--- config.mk ---
export PLATFORM = sky130hd
export DESIGN_NAME = bill_shift_scaler_flat
export DESIGN_NICKNAME = d
export VERILOG_FILES = /design/src/rtl/bill_shift_scaler_if.sv /design/src/rtl/bill_shift_scaler.sv /design/src/flat_wrapper.sv
export SDC_FILE = /design/constraint.sdc
export NUM_CORES = 1
export LEC_CHECK = 0
export CORE_ASPECT_RATIO = 0.6
export CORE_UTILIZATION = 41
export DETAILED_ROUTE_END_ITERATION = 8
export PLACE_DENSITY_LB_ADDON = 0.15
export SYNTH_ARGS = -nofsm -noshare
export SYNTH_HDL_FRONTEND = slang
export SYNTH_SLANG_ARGS = --single-unit
--- constraint.sdc ---
create_clock -name clk -period 2.5 [get_ports clk]
set_input_delay 0.75 -clock clk [delete_from_list [all_inputs] [get_ports clk]]
set_output_delay 0.75 -clock clk [all_outputs]
set_load 0.02 [all_outputs]
--- src/rtl/bill_shift_scaler_if.sv ---
// Handshake and data bundle for the bill amount power-of-two scaler.
// The master drives requests and the output enable; the slave returns result and status.
interface bill_shift_scaler_if #(
    parameter int WIDTH = 13,
    parameter int SHW   = 4
);
    logic             start;
    logic             dir;
    logic [SHW-1:0]   amt;
    logic             rnd;
    logic [WIDTH-1:0] din;
    logic             ed;
    logic [WIDTH-1:0] dout;
    logic             busy;
    logic             done;
    logic             ovf;

    modport master (
        output start, dir, amt, rnd, din, ed,
        input  dout, busy, done, ovf
    );

    modport slave (
        input  start, dir, amt, rnd, din, ed,
        output dout, busy, done, ovf
    );
endinterface

--- src/rtl/bill_shift_scaler.sv ---
// Sequential power-of-two scaler: one shift per clock, round-half-up on right
// shifts, saturation on left-shift overflow, enable-gated result output.
module bill_shift_scaler #(
    parameter int WIDTH = 13,
    parameter int SHW   = 4
) (
    input  logic                clk,
    input  logic                rst,
    bill_shift_scaler_if.slave  bus
);

    localparam logic [0:0] S_IDLE  = 1'b0;
    localparam logic [0:0] S_SHIFT = 1'b1;

    logic [0:0]       r_state;
    logic [WIDTH-1:0] r_work;
    logic [SHW-1:0]   r_cnt;
    logic             r_dir;
    logic             r_rnd;
    logic             r_guard;
    logic             r_sticky;
    logic [WIDTH-1:0] r_result;
    logic             r_ovf;
    logic             r_done;

    logic             w_busy;
    logic [WIDTH-1:0] w_round;

    assign w_busy  = (r_state == S_SHIFT);
    assign w_round = WIDTH'(r_rnd & r_guard);

    always_ff @(posedge clk) begin
        if (rst) begin
            r_state  <= S_IDLE;
            r_work   <= '0;
            r_cnt    <= '0;
            r_dir    <= 1'b0;
            r_rnd    <= 1'b0;
            r_guard  <= 1'b0;
            r_sticky <= 1'b0;
            r_result <= '0;
            r_ovf    <= 1'b0;
            r_done   <= 1'b0;
        end else begin
            r_done <= 1'b0;
            case (r_state)
                S_IDLE: begin
                    if (bus.start) begin
                        r_work   <= bus.din;
                        r_cnt    <= bus.amt;
                        r_dir    <= bus.dir;
                        r_rnd    <= bus.rnd & ~bus.dir;
                        r_guard  <= 1'b0;
                        r_sticky <= 1'b0;
                        r_state  <= S_SHIFT;
                    end
                end
                S_SHIFT: begin
                    if (r_cnt != '0) begin
                        if (r_dir) begin
                            r_sticky <= r_sticky | r_work[WIDTH-1];
                            r_work   <= r_work << 1;
                        end else begin
                            r_guard  <= r_work[0];
                            r_work   <= r_work >> 1;
                        end
                        r_cnt <= r_cnt - SHW'(1);
                    end else begin
                        // A set guard means at least one right step, so the MSB is clear and the add cannot carry out.
                        if (r_dir) begin
                            r_result <= r_sticky ? '1 : r_work;
                            r_ovf    <= r_sticky;
                        end else begin
                            r_result <= r_work + w_round;
                            r_ovf    <= 1'b0;
                        end
                        r_done  <= 1'b1;
                        r_state <= S_IDLE;
                    end
                end
                default: r_state <= S_IDLE;
            endcase
        end
    end

    assign bus.dout = bus.ed ? r_result : '0;
    assign bus.busy = w_busy;
    assign bus.done = r_done;
    assign bus.ovf  = r_ovf;

endmodule

--- src/flat_wrapper.sv ---
// flat-port wrapper written by rule: the top's interface ports become plain ports
module bill_shift_scaler_flat 
#(
    parameter int WIDTH = 13,
    parameter int SHW   = 4
)
  (clk, rst, bus_start, bus_dir, bus_amt, bus_rnd, bus_din, bus_ed, bus_dout, bus_busy, bus_done, bus_ovf);
  bill_shift_scaler_if #(.WIDTH(WIDTH), .SHW(SHW)) bus_i ();
  input  logic clk;
  input  logic rst;
  input wire logic [$bits(bus_i.start)-1:0] bus_start;
  input wire logic [$bits(bus_i.dir)-1:0] bus_dir;
  input wire logic [$bits(bus_i.amt)-1:0] bus_amt;
  input wire logic [$bits(bus_i.rnd)-1:0] bus_rnd;
  input wire logic [$bits(bus_i.din)-1:0] bus_din;
  input wire logic [$bits(bus_i.ed)-1:0] bus_ed;
  output wire logic [$bits(bus_i.dout)-1:0] bus_dout;
  output wire logic [$bits(bus_i.busy)-1:0] bus_busy;
  output wire logic [$bits(bus_i.done)-1:0] bus_done;
  output wire logic [$bits(bus_i.ovf)-1:0] bus_ovf;
  assign bus_i.start = bus_start;
  assign bus_i.dir = bus_dir;
  assign bus_i.amt = bus_amt;
  assign bus_i.rnd = bus_rnd;
  assign bus_i.din = bus_din;
  assign bus_i.ed = bus_ed;
  assign bus_dout = bus_i.dout;
  assign bus_busy = bus_i.busy;
  assign bus_done = bus_i.done;
  assign bus_ovf = bus_i.ovf;
  bill_shift_scaler #(.WIDTH(WIDTH), .SHW(SHW)) u_core (.clk(clk), .rst(rst), .bus(bus_i));
endmodule
==> qor.txt <==
Hold Path End: u_core.r_result[1]$_SDFFE_PP0P_
Worst Path Required: 1.75 ns
Fin Setup TNS: 0 ns
final setup margin: 0.09616 ns
share of cells above drive strength 1: 15.00%
Reg power frac: 45.6%
Gate power share: 24.9%
netlist area before placement: 2196 um^2
IO Port Bufs: 38
synthesized instance count: 266
first-pass GRT wire length: 8.369 mm
Worst-path clk slew: 0.07 ns
Int Power: 0.001077 W
FFs w/ async S/R, synth: 0%
Rows: 20
drt pass-1 iters: 4
GRT Overall Usage: 19.58%
reg-to-reg endpoint: u_core.r_result[10]$_SDFFE_PP0P_
clock sink count: 37
number of H-tree levels: 2
max-cap violations: 0
Clk pwr share: 29.6%
CP max FO: 9
routed vias/inst: 5.421
worst hold path stage count: 2
Psw: 0.0005051 W
fmax: 416.0 MHz
CORE AREA: 5105 um^2
Max Clock Skew: 0.01172 ns
Pwr Density: 595.8 nW/um^2
Min Hold Slack: 0.4466 ns
final worst-path cycle share: 96.15%
antenna violations before repair: 0
Routed Antenna Nets: 0
Slew Limit Fails: 0
Post-DP Area: 2619 um^2
leak pwr: 0.9807 nW
Yosys cell types: 46
Final Hold Viols: 0
worst r2r src: u_core.r_work[0]$_SDFFE_PP0P_
Post-synth top cells: dfxtp_1 (37), nor2_1 (37), a21oi_1 (24), and2_1 (16), nand2_1 (15)
Post-Synthesis Net Count: 294
HP Start: u_core.r_result[1]$_SDFFE_PP0P_
Syn. warnings: 0
Most used DFF post-synth: dfxtp_1
Worst Setup Start Kind: input pin
setup violators final: 0
Synth Register Bits: 37
R2R Setup Slk: 0.73 ns
area grow syn2layout: 20.91%
RSZ-0062 raised after global routing: false
mean post-synth cell area: 8.255 um^2
GPL Wtd Cong: 0.8401
Synth top area share: 33.73%
WP data arrival: 1.65 ns
die height: 58.69 um
Sw Ratio: 31.93%
hold_buf cts: 0
Worst slew margin: 43.20%
# DRC: 0
vias in the first global route: 1741
design area: 2655 um^2
via count: 1984
Root Buffer: clkbuf_8
Seq/Total Area, Yosys: 33.73%
crit path kind: in -> out
drt wl/cell: 14.05 um
status: completed
total inserted antenna cells: 0
Remaining Overflow, GRT: 0
Peak VDD IR: 0.2686 mV
Synth area leaders: dfxtp_1 (34%), mux2i_1 (6.4%), nor2_1 (6.3%)
critical path endpoint category: output port
HP Class: reg -> reg
DRT iter0 DRCs: 56
largest area contributor in the netlist: dfxtp_1
NumNets Final: 327
initial core utilization: 43.01%
HPWL after DPL: 3.705 mm
cts bufs inserted: 5
number of flops mapped to enable cells by yosys: 0
Die W: 96.48 um
Worst R2R Path Depth: 6
Routed WL: 5.144 mm
worst-margin pin slew: 0.8489 ns
CTS tree: yes
maximum clock path buffer count: 2
post-CTS setup buffer count: 0
latest clock arrival within the worst-skew pair: 0.30 ns
Tmin final: 2.404 ns
I/O Pins: 39
final core utilization: 52.01%
pin count of the biggest net entering global routing: 25
die area: 5662 um^2
Place WS: -0.3597 ns
==> sequential cells by signal (all words and copies together), names as in the netlist <==
register / cells
u_core.r_result: 13
u_core.bus.busy: 1
u_core.r_sticky: 1
u_core.r_rnd: 1
u_core.r_dir: 1
u_core.bus.done: 1
u_core.bus.ovf: 1
u_core.r_guard: 1
u_core.r_work: 13
u_core.r_cnt: 4
==> layer usage <==
layer  vias to the layer above  track usage [%]  part of all wire, %
li1                       1019                -                    -
met1                       916            29.55                   54
met2                        44            27.57                   39
met3                         5            4.393                  5.3
met4                         0            5.672                 0.78
met5                         -                0                    0
==> worst max-delay path by stage <==
stage	startpoint	end	slack (ns)	cells after the start
2_1_floorplan	bus_ed	bus_dout[0]	0.57	2
3_3_place_gp	bus_ed	bus_dout[0]	-0.36	4
3_5_place_dp	bus_ed	bus_dout[4]	-0.36	4
4_1_cts	bus_ed	bus_dout[8]	0.004	4
5_1_grt	bus_ed	bus_dout[7]	0.04	4
6_report	bus_ed	bus_dout[4]	0.1	4
==> cell families (layout without fill, tap and decap cells) <==
logic type / after synthesis / after routing / synth area share (%)
simple gates: 116 / 116 / 30.14
compound gates: 59 / 59 / 18.06
flops: 37 / 37 / 33.73
buf+inv: 32 / 66 / 7.635
mux: 14 / 14 / 6.382
fa+ha+maj: 5 / 5 / 2.849
xor+xnor: 3 / 3 / 1.197
==> final cells by class <==
| cell class | instances | area [um^2] |
|---|---|---|
| timing repair buffer | 52 | 420.4 |
| multi-input combinational | 197 | 1287 |
| clock inverter | 1 | 5.005 |
| inverter | 6 | 22.52 |
| fill | 522 | 2450 |
| tap | 66 | 82.58 |
| sequential | 37 | 740.7 |
| clock buffer | 7 | 96.34 |
==> per-stage QoR <==
step / std cells / total power [W]
floorplan: 266 / 0.0009994
global placement: 358 / 0.001128
detailed placement: 358 / 0.001132
CTS: 366 / 0.001588
global route: 366 / 0.001670
finish: 366 / 0.001582
==> power groups by stage <==
stage	combinational [W]	clock, W	sequential [W]
2_1_floorplan	0.000304	0	0.000696
3_3_place_gp	0.000397	0	0.000731
3_5_place_dp	0.000401	0	0.000732
4_1_cts	0.000396	0.000474	0.000718
5_1_grt	0.000439	0.000502	0.000729
6_report	0.000393	0.000468	0.000721
==> placed cells by master (no fill, tap or decap), drive strengths merged, types with 7 or more instances in the layout <==
cell type      count
nor2              37
dfxtp             37
buf               27
clkdlybuf4s50     25
a21oi             24
and2              17
nand2             15
mux2i             14
a2111oi           12
nor4               9
o21ai              8
nand3              7
clkbuf             7
nor3               7
==> worst max-delay path: stages <==
cell and delay, ns:
clkdlybuf4s50_1 0.48, buf_4 0.14, and2_1 0.12, buf_2 0.15
==> repair_timing <==
item | CTS | global route
endpoints found under the setup margin | 13 | 4
gates resized for setup | 48 | 4
hold endpoints to repair | 0 | 0
Power figures use the tool's default switching activity.
